===== src/rtl/ram_arb_pkg.sv =====
// Shared types and default widths for the SAP RAM bus arbiter.
// Imported by the arbiter top and its owner-select mux.
package ram_arb_pkg;

    localparam int DEF_ADDR_W = 4;
    localparam int DEF_DATA_W = 8;

    typedef enum logic [1:0] {
        CPU_OWN = 2'd0,
        DRAIN   = 2'd1,
        LD_OWN  = 2'd2,
        RELEASE = 2'd3
    } arb_state_t;

    // Which requester drives the RAM this cycle; SEL_IDLE is the turnaround gap.
    typedef enum logic [1:0] {
        SEL_CPU  = 2'd0,
        SEL_LD   = 2'd1,
        SEL_IDLE = 2'd2
    } ram_sel_t;

endpackage


===== src/rtl/ram_arb_mux.sv =====
// Combinational owner-select mux between the CPU datapath and the loader.
// The non-owner always sees zero read data.
module ram_arb_mux
    import ram_arb_pkg::*;
#(
    parameter int ADDR_W = DEF_ADDR_W,
    parameter int DATA_W = DEF_DATA_W
) (
    input  ram_sel_t          sel,
    input  logic [ADDR_W-1:0] cpu_addr,
    input  logic              cpu_rd,
    input  logic              cpu_wr,
    input  logic [DATA_W-1:0] cpu_wdata,
    output logic [DATA_W-1:0] cpu_rdata,
    input  logic [ADDR_W-1:0] ld_addr,
    input  logic              ld_rd,
    input  logic              ld_wr,
    input  logic [DATA_W-1:0] ld_wdata,
    output logic [DATA_W-1:0] ld_rdata,
    output logic [ADDR_W-1:0] ram_addr,
    output logic              ram_re,
    output logic              ram_we,
    output logic [DATA_W-1:0] ram_wdata,
    input  logic [DATA_W-1:0] ram_rdata
);

    always_comb begin
        // NOTE: every output gets a default before the case so no path can infer a latch.
        ram_addr  = cpu_addr;
        ram_re    = 1'b0;
        ram_we    = 1'b0;
        ram_wdata = cpu_wdata;
        cpu_rdata = '0;
        ld_rdata  = '0;
        case (sel)
            SEL_CPU: begin
                ram_re    = cpu_rd;
                ram_we    = cpu_wr;
                cpu_rdata = ram_rdata;
            end
            SEL_LD: begin
                ram_addr  = ld_addr;
                ram_re    = ld_rd;
                ram_we    = ld_wr;
                ram_wdata = ld_wdata;
                ld_rdata  = ram_rdata;
            end
            default: ;
        endcase
    end

endmodule


===== src/rtl/ram_bus_arbiter.sv =====
// Arbitrates the SAP program/data RAM between the CPU and an external loader.
// Grants only at fetch1, stalls the CPU during loader ownership, revokes after MAX_HOLD.
module ram_bus_arbiter
    import ram_arb_pkg::*;
#(
    parameter int ADDR_W   = DEF_ADDR_W,
    parameter int DATA_W   = DEF_DATA_W,
    parameter int MAX_HOLD = 64,
    parameter int HOLD_W   = 7
) (
    input  logic              clk,
    input  logic              rst,
    input  logic              cpu_boundary,
    input  logic [ADDR_W-1:0] cpu_addr,
    input  logic              cpu_rd,
    input  logic              cpu_wr,
    input  logic [DATA_W-1:0] cpu_wdata,
    output logic [DATA_W-1:0] cpu_rdata,
    output logic              cpu_stall,
    input  logic              ld_req,
    output logic              ld_gnt,
    input  logic [ADDR_W-1:0] ld_addr,
    input  logic              ld_rd,
    input  logic              ld_wr,
    input  logic [DATA_W-1:0] ld_wdata,
    output logic [DATA_W-1:0] ld_rdata,
    output logic [ADDR_W:0]   ld_wr_cnt,
    output logic              ld_revoked,
    output logic [ADDR_W-1:0] ram_addr,
    output logic              ram_re,
    output logic              ram_we,
    output logic [DATA_W-1:0] ram_wdata,
    input  logic [DATA_W-1:0] ram_rdata
);

    localparam logic [ADDR_W:0] WR_MAX = {1'b1, {ADDR_W{1'b0}}};

    arb_state_t        state, state_next;
    ram_sel_t          sel;
    logic [HOLD_W-1:0] hold_cnt;
    logic [ADDR_W:0]   wr_cnt;
    logic              revoked;
    logic              rearm;
    logic              timeout;
    logic              grant_now;

    assign timeout   = (MAX_HOLD != 0) && (hold_cnt == HOLD_W'(MAX_HOLD - 1));
    assign grant_now = (state == DRAIN) && ld_req && cpu_boundary;

    // State updates on the falling edge to line up with the SAP control unit.
    always_ff @(negedge clk) begin
        // NOTE: sequential state uses non-blocking assignments so all registers see pre-edge values.
        if (rst) state <= CPU_OWN;
        else     state <= state_next;
    end

    always_comb begin
        state_next = state;
        case (state)
            CPU_OWN: if (ld_req && rearm) state_next = DRAIN;
            DRAIN: begin
                if (!ld_req)          state_next = CPU_OWN;
                else if (cpu_boundary) state_next = LD_OWN;
            end
            LD_OWN:  if (timeout || !ld_req) state_next = RELEASE;
            RELEASE: state_next = CPU_OWN;
            default: state_next = CPU_OWN;
        endcase
    end

    always_ff @(negedge clk) begin
        if (rst) begin
            hold_cnt <= '0;
            wr_cnt   <= '0;
            revoked  <= 1'b0;
            rearm    <= 1'b1;
        end else begin
            if (grant_now) begin
                hold_cnt <= '0;
                wr_cnt   <= '0;
                revoked  <= 1'b0;
            end
            if (state == LD_OWN) begin
                hold_cnt <= hold_cnt + 1'b1;
                if (ld_wr && (wr_cnt != WR_MAX)) wr_cnt <= wr_cnt + 1'b1;
                if (timeout) begin
                    revoked <= 1'b1;
                    rearm   <= 1'b0;
                end
            end
            // A dropped request always re-arms, even in the cycle a timeout fires.
            if (!ld_req) rearm <= 1'b1;
        end
    end

    always_comb begin
        case (state)
            LD_OWN:  sel = SEL_LD;
            RELEASE: sel = SEL_IDLE;
            default: sel = SEL_CPU;
        endcase
    end

    assign ld_gnt     = (state == LD_OWN);
    assign cpu_stall  = (state == LD_OWN) || (state == RELEASE) || ((state == DRAIN) && cpu_boundary);
    assign ld_wr_cnt  = wr_cnt;
    assign ld_revoked = revoked;

    ram_arb_mux #(
        .ADDR_W (ADDR_W),
        .DATA_W (DATA_W)
    ) u_mux (
        .sel       (sel),
        .cpu_addr  (cpu_addr),
        .cpu_rd    (cpu_rd),
        .cpu_wr    (cpu_wr),
        .cpu_wdata (cpu_wdata),
        .cpu_rdata (cpu_rdata),
        .ld_addr   (ld_addr),
        .ld_rd     (ld_rd),
        .ld_wr     (ld_wr),
        .ld_wdata  (ld_wdata),
        .ld_rdata  (ld_rdata),
        .ram_addr  (ram_addr),
        .ram_re    (ram_re),
        .ram_we    (ram_we),
        .ram_wdata (ram_wdata),
        .ram_rdata (ram_rdata)
    );

endmodule


===== config.mk =====
export PLATFORM = sky130hd
export DESIGN_NAME = ram_bus_arbiter
export DESIGN_NICKNAME = d
export VERILOG_FILES = /design/src/rtl/ram_arb_pkg.sv /design/src/rtl/ram_arb_mux.sv /design/src/rtl/ram_bus_arbiter.sv
export SDC_FILE = /design/constraint.sdc
export NUM_CORES = 1
export LEC_CHECK = 0
export CAP_MARGIN = 25
export CORE_MARGIN = 8
export CORE_UTILIZATION = 31
export CTS_CLUSTER_DIAMETER = 40
export DETAILED_ROUTE_END_ITERATION = 10
export PLACE_DENSITY = 0.8
export REMOVE_ABC_BUFFERS = 1
export SETUP_SLACK_MARGIN = 0.4
export SLEW_MARGIN = 10
export SYNTH_ARGS = -nofsm -noshare
export SYNTH_HDL_FRONTEND = slang
export SYNTH_SLANG_ARGS = --single-unit

===== constraint.sdc =====
create_clock -name clk -period 1.4 [get_ports clk]
set_input_delay 0.21 -clock clk [delete_from_list [all_inputs] [get_ports clk]]
set_output_delay 0.21 -clock clk [all_outputs]
set_load 0.01 [all_outputs]

* Word-level counts from Yosys, hierarchy flattened
Index checks and enable logic that the tools add are counted.
Storage, ports and cells: input port bits 40, output and inout port bits 38, bits in registers 16, word-level logic and storage cells 52
Cells by class: equality and inequality tests 9, bitwise operators 1, add/sub/neg operators 2, muxes and demuxes 20, reduce and logical (&&, ||, !) cells 15
Operators by type and width (number):
- 8-bit two-way mux | 3
- 5-bit two-way mux | 3
- 7-bit two-way mux | 2
- 2-bit two-way mux | 4
- 2-bit case mux with 4 select lines | 1
- 7-bit by 1-bit adder with 7-bit output, second input constant | 1
- 7-bit by 6-bit == test with 1-bit output, second input constant | 1
- 5-bit by 1-bit adder with 5-bit output, second input constant | 1
- 1-bit logical AND | 5
- 5-bit != test, second input constant | 1
- 2-bit by 1-bit == test with 1-bit output, second input constant | 2
- 2-bit == test, second input constant | 2
- 2-bit logical NOT | 2
- 4-bit two-way mux | 1
- 1-bit case mux with 2 select lines | 2
- 2-bit case mux with 2 select lines | 1
- 1-bit logical OR | 3
- 1-bit two-way mux | 3
- 3-bit != test, second input constant | 1
- 3-bit AND reduction | 1
- 2-bit by 1-bit != test with 1-bit output, second input constant | 1
- 2-bit != test, second input constant | 1
- 2-bit AND reduction | 1
- 2-bit nonzero test | 1
- other kinds (3) | 3

* Longest topological paths before layout
Gate-level depths: netlist of run 1.
word-level depth 6, mapped depth 6, mapped depth without buffers 5

* Cells and area by module
A second synthesis of run 1 with hierarchy kept.
Unflattened totals: cell total of the unflattened synthesis 129, area, all modules 1168.6 sq um
Modules (own cells, without submodules):
- ram_bus_arbiter | instances 1, cells an instance 93, area an instance 812.0 sq um, seq. area each 320.3 sq um
- ram_arb_mux | instances 1, cells an instance 36, area an instance 356.6 sq um, seq. area each 0.0 sq um

==> results of run 1 <==
worst reg2reg max path, stage by stage, from the launching register on:
cell and delay, ns:
dfxtp_2 0.33, nand2b_4 0.16, buf_6 0.15, buf_6 0.15
or4_4 0.53, a211o_1 0.30
flip-flops by register name (all words and copies together) (netlist names), named ones only:
name	cells
state	1
ld_revoked	1
rearm	1
hold_cnt	7
ld_wr_cnt	5
metrics by stage:
step           total power (uW)  std cells  setup TNS, ns  setup WS [ns]  utilization, %
2_1_floorplan             650.6        143         -30.15         -1.108               -
3_3_place_gp              913.5        293         -38.13        -0.8860           62.21
3_5_place_dp              916.8        293         -39.02        -0.9397           62.21
4_1_cts                    1289        326         -26.75        -0.8522           68.33
5_1_grt                    1443        330         -31.25        -0.9605           74.94
6_report                   1357        330         -28.45        -0.9151           74.94
per-layer routing:
metal	GRT usage, %	vias to the layer above	wire length (um)
met3	5.593	14	465
met1	17.83	754	1993
met4	8.478	0	148
met2	29.33	78	2654
li1	-	784	-
met5	0	-	0
logic make-up after synthesis:
logic type / Yosys count / share of synthesized area [%]
buf+inv: 17 / 6.447
simple gates: 85 / 40.45
flops: 16 / 30.01
xor+xnor: 2 / 1.642
compound gates: 28 / 17.00
mux: 1 / 0.9379
fa+ha+maj: 3 / 3.517
repair_timing:
item / in CTS / in global routing
pin swaps: 24 / 18
setup endpoints to repair: 54 / 54
cloned: 2 / 1
buffers inserted: 12 / 3
resized for setup: 225 / 46
how the worst max path moves through the flow:
stage	to	slack, ns
6_report	ram_wdata[4]	-0.92
5_1_grt	ram_wdata[4]	-0.96
4_1_cts	ram_wdata[4]	-0.85
3_5_place_dp	ram_addr[0]	-0.94
3_3_place_gp	ram_addr[2]	-0.89
2_1_floorplan	ld_rdata[0]	-1.11
where the power goes:
group          switching, uW  leakage, uW  internal [uW]  total (uW)
sequential              4.85     0.000134            462         467
combinational            168     0.000928            237         404
clock                    322    0.0000991            165         486
total                    494      0.00116            863        1360
final cells by class:
class	count	area [um2]
timing repair buffer	122	1085
multi-input combinational	119	882.1
fill	239	829.5
sequential	16	335.3
clock inverter	17	65.06
tap	46	57.56
inverter	7	33.78
clock buffer	3	22.52
cell usage in the layout, fill, tap and decap left out, types with 2 or more instances in the layout:
cell type,instances
nand2_1,37
buf_6,35
clkdlybuf4s50_1,35
buf_2,27
buf_4,22
inv_1,21
dfxtp_2,9
a21oi_2,7
nor2b_1,7
o211ai_1,6
nand2_2,6
dfxtp_1,6
nand3_1,4
and2_4,4
and2_1,4
or3_1,3
a21oi_1,3
nand3_2,3
o21ai_1,3
clkbuf_4,3
nand4b_1,2
nand2b_4,2
or4_1,2
nand2_4,2
ha_4,2
buf_8,2
==> reports/results.ini, run 1 <==
[global_routing]
grt_max_degree=14
grt-ovfl-total=0
grt_pass1_vias=1575
antenna_found_initial=0
grt_pass1_wl_mm=7.279
track_usage_pct=16.90

[placement]
dpl.hpwl_mm=3.190
portBuffers=77
globalplace.congestion=0.7668
place_area_um2=2059

[sta]
worst_pin_slew_ns=0.3244
report.final.setup_viol=49
grt_setup_unrepaired=yes
hold_violations=0
fin_hold_ws_ns=0.4857
max_slew_margin_pct=78.34
maxSlewViolCount=0
final.setup_skew_ns=0.03013
setup_ws_ns=-0.9151

[worst_setup_path]
cp_max_fo=7
crit_buf_inv=4
cp_slowest_stage_delay_ns=0.33
cp_slowest_cell=dfxtp_2
crit_path_end_kind=output port
crit_arrival_ns=2.11
worstPathRequired_ns=1.19
rrSetupSlack_ns=-0.35
crit_path_start_kind=flip-flop
reg2regPathDepth=5
worstSetupPathType=reg -> out
crit_start=state[0]$_SDFFE_NP0P_
cpMostUsedCell=buf_6
reg2reg_to=rearm$_SDFFE_NP1P_
crit_chain=nand2b_4, inv_6, buf_6, buf_6, nand2_4, nand2_1, buf_2
r2r_start=state[0]$_SDFFE_NP0P_
path_delay_family=buffers and inverters
cp.depth=7

[synth]
ys_ff_latch=16
yosysWarnings=0
post-synth-top-count-cell=nand2_1
synth_top_area_cell=dfxtp_1
synth_area_leaders=dfxtp_1 30%, nand2_1 16%, a21oi_1 5.2%, and2_1 4.7%, o211ai_1 4.2%
syn_area_um2=1067
synth_commonest_cells=45 x nand2_1, 16 x dfxtp_1, 11 x a21oi_1
async_flop_share_pct=0
yosysTopAreaCellShare_pct=30.01
ys.flop_type=dfxtp_1
syn_avg_cell_area_um2=7.022
synth_cell_type_count=35
seq_area_frac_synth_pct=30.01
synthesis.instances=152
synth_edf_count=0

[layout]
area_growth_pct=132.5
drive_gt1_share_pct=48.94
stdcell_area_um2=2481
nets=328
antenna_cells=0

[die]
initial_core_util_pct=32.24
row_count=21
die_x_um=74.68
io_pins=78
die_area_um2=5576
core_um2=3311
dieHeight_um=74.68

[min_path]
min_path_type=reg -> reg
holdPathEnd=rearm$_SDFFE_NP1P_
whs_path_depth=1
min_from=rearm$_SDFFE_NP1P_

[clock_tree]
worstSkewPairLatency_ns=0.38
cts_made_buffers=3
cts_num_sinks=16
cts_htree_levels=1
cts_tree=yes
holdBufCountCts=0
clockBufferDepth=2
clockRootBuffer=clkbuf_4
clk_pin_slew_ns=0.07

[job]
max_cap_viol_count=0

[pwr]
irDropWorstVdd_mv=0.3344
p_per_area_nw_per_um2=547.0
p_leak_uw=0.001162

[status]
violations=setup timing
status=finished with violations

[routing]
postRouteAntennaNets=0
wire_per_inst_um=15.94
routed_wl_mm=5.260
remaining_drc_errors=0
first_iter_violations=42
firstDrtPassIters=4
avgViaCountPerCell=4.939
via_count=1630

(Power assumes the default switching activity.)
==> run 2: changes to the inputs <==
--- a/config.mk
+++ b/config.mk
@@ -10,6 +10,7 @@
 export CORE_UTILIZATION = 31
 export CTS_CLUSTER_DIAMETER = 40
 export DETAILED_ROUTE_END_ITERATION = 10
+export GPL_TIMING_DRIVEN = 0
 export PLACE_DENSITY = 0.8
 export REMOVE_ABC_BUFFERS = 1
 export SETUP_SLACK_MARGIN = 0.4
==> reports/results.ini, run 2 (same netlist as run 1, synthesis figures left out) <==
[layout]
final_common_cell=buf_6
fillers=197
area_growth_pct=144.8
nets=340
ff_latch_area_um2=342.8
fin_util_pct=78.91
drive_gt1_share_pct=52.03
multi_input_area_um2=884.6
antenna_cells=0
largest_reg_flops=7
layout_common_cells=49 x buf_6, 35 x clkdlybuf4s50_1, 33 x nand2_1
top_register=hold_cnt

[die]
io_pins=78
initial_core_util_pct=32.24
die_x_um=74.68
dieHeight_um=74.68
row_count=21
die_area_um2=5576
core_um2=3311

[min_path]
min_path_type=reg -> reg
whs_path_depth=2

[routing]
first_iter_violations=152
routed_wl_mm=6.593
wire_per_inst_um=19.28
remaining_drc_errors=0
firstDrtPassIters=4
avgViaCountPerCell=5.295
postRouteAntennaNets=0
via_count=1811

[pwr]
switching_share_pct=37.63
p_per_area_nw_per_um2=545.2
seqPwrFrac_pct=32.4
p_leak_uw=0.001213
p_switching_uw=536.0
power.internal_uw=888.5
clkPwrFrac_pct=34.9
power_frac_comb_pct=32.7
finalPower_uw=1424
irDropWorstVdd_mv=0.6806

[worst_setup_path]
crit_arrival_ns=2.28
crit_path_end_kind=output port
reg2regPathDepth=8
worstPathRequired_ns=1.19
crit_path_start_kind=flip-flop
cp_max_fo=6
worstSetupPathType=reg -> out

[sta]
fin_hold_ws_ns=0.4967
grt_setup_unrepaired=yes
worst_pin_slew_ns=0.3466
max_slew_margin_pct=76.86
maxSlewViolCount=0
final.setup_skew_ns=0.05013
hold_violations=0
report.final.setup_viol=54
setup_ws_ns=-1.089

[global_routing]
grt_pass1_wl_mm=7.576
grt-ovfl-total=0
use_met3_pct=6.258
track_usage_pct=17.24
grtUsageMet2_pct=29.14
grt_pass1_vias=1610
use_met1_pct=19.11
grt_max_degree=18
antenna_found_initial=0
grt.busiest_layer=met2

[clock_tree]
clockRootBuffer=clkbuf_4
cts_made_buffers=3
cts_tree=yes
holdBufCountCts=0
clockBufferDepth=2
cts_num_sinks=16
clk_pin_slew_ns=0.05
worstSkewPairLatency_ns=0.40
cts_htree_levels=1

[placement]
portBuffers=77
globalplace.congestion=0.7991
dpl.hpwl_mm=2.760
pre_cts_ws_ns=-2.075

[job]
max_cap_viol_count=0

[status]
status=finished with violations
violations=setup timing

[run 2: final cells by class]
type	count	share of cell area [%]
clock buffer	3	0.8621
clock inverter	17	2.490
inverter	7	1.149
multi-input combinational	120	33.86
sequential	16	13.12
tap	46	2.203
timing repair buffer	131	45.74
timing repair inverter	2	0.5747
[run 2: power by group through the flow]
stage               Combinational [uW]  Clock [uW]  Sequential [uW]
detailed placement                 335        74.4              480
CTS                                380         449              461
finish                             465         498              461
global route                       489         575              460
global placement                   331        74.4              480
floorplan                         98.1        74.4              478
[run 2: what timing repair did]
| item | CTS | global route |
|---|---|---|
| endpoints found under the hold margin | 0 | 0 |
| setup endpoints to repair | 54 | 54 |
| cloned | 4 | 0 |
| pin swaps | 37 | 18 |
| buffers inserted | 38 | 15 |
| resized for setup | 245 | 42 |
[run 2: worst max-delay path: stages, from the launching register on]
cell and delay [ns]:
dfxtp_4 0.35, nand2b_4 0.20, clkinvlp_4 0.21, buf_6 0.18
nand2_2 0.05, nand2_1 0.05, buf_2 0.14
[run 2: per-layer routing]
metal / share of wire, % / wire length [um] / up-vias
li1: - / - / 811
met1: 37 / 2472 / 868
met2: 51 / 3350 / 105
met3: 7.8 / 512 / 27
met4: 3.9 / 257 / 0
met5: 0 / 0 / -
[run 2: metrics by stage]
step / setup TNS, ns / area, um2 / cells
floorplan: -30.15 / 1028 / 143
global placement: -72.15 / 1857 / 266
detailed placement: -72.00 / 1857 / 266
CTS: -30.28 / 2310 / 327
global route: -41.33 / 2613 / 342
finish: -38.65 / 2613 / 342
[run 2: final timing paths]
kind | endpoint | startpoint | slack (ns)
hold / removal | hold_cnt[0]$_SDFFE_NP0P_ | hold_cnt[0]$_SDFFE_NP0P_ | 0.50
setup / recovery | ram_wdata[5] | state[0]$_SDFFE_NP0P_ | -1.09
setup reg to reg | rearm$_SDFFE_NP1P_ | state[0]$_SDFFE_NP0P_ | -0.54
hold reg to reg | hold_cnt[0]$_SDFFE_NP0P_ | hold_cnt[0]$_SDFFE_NP0P_ | 0.50
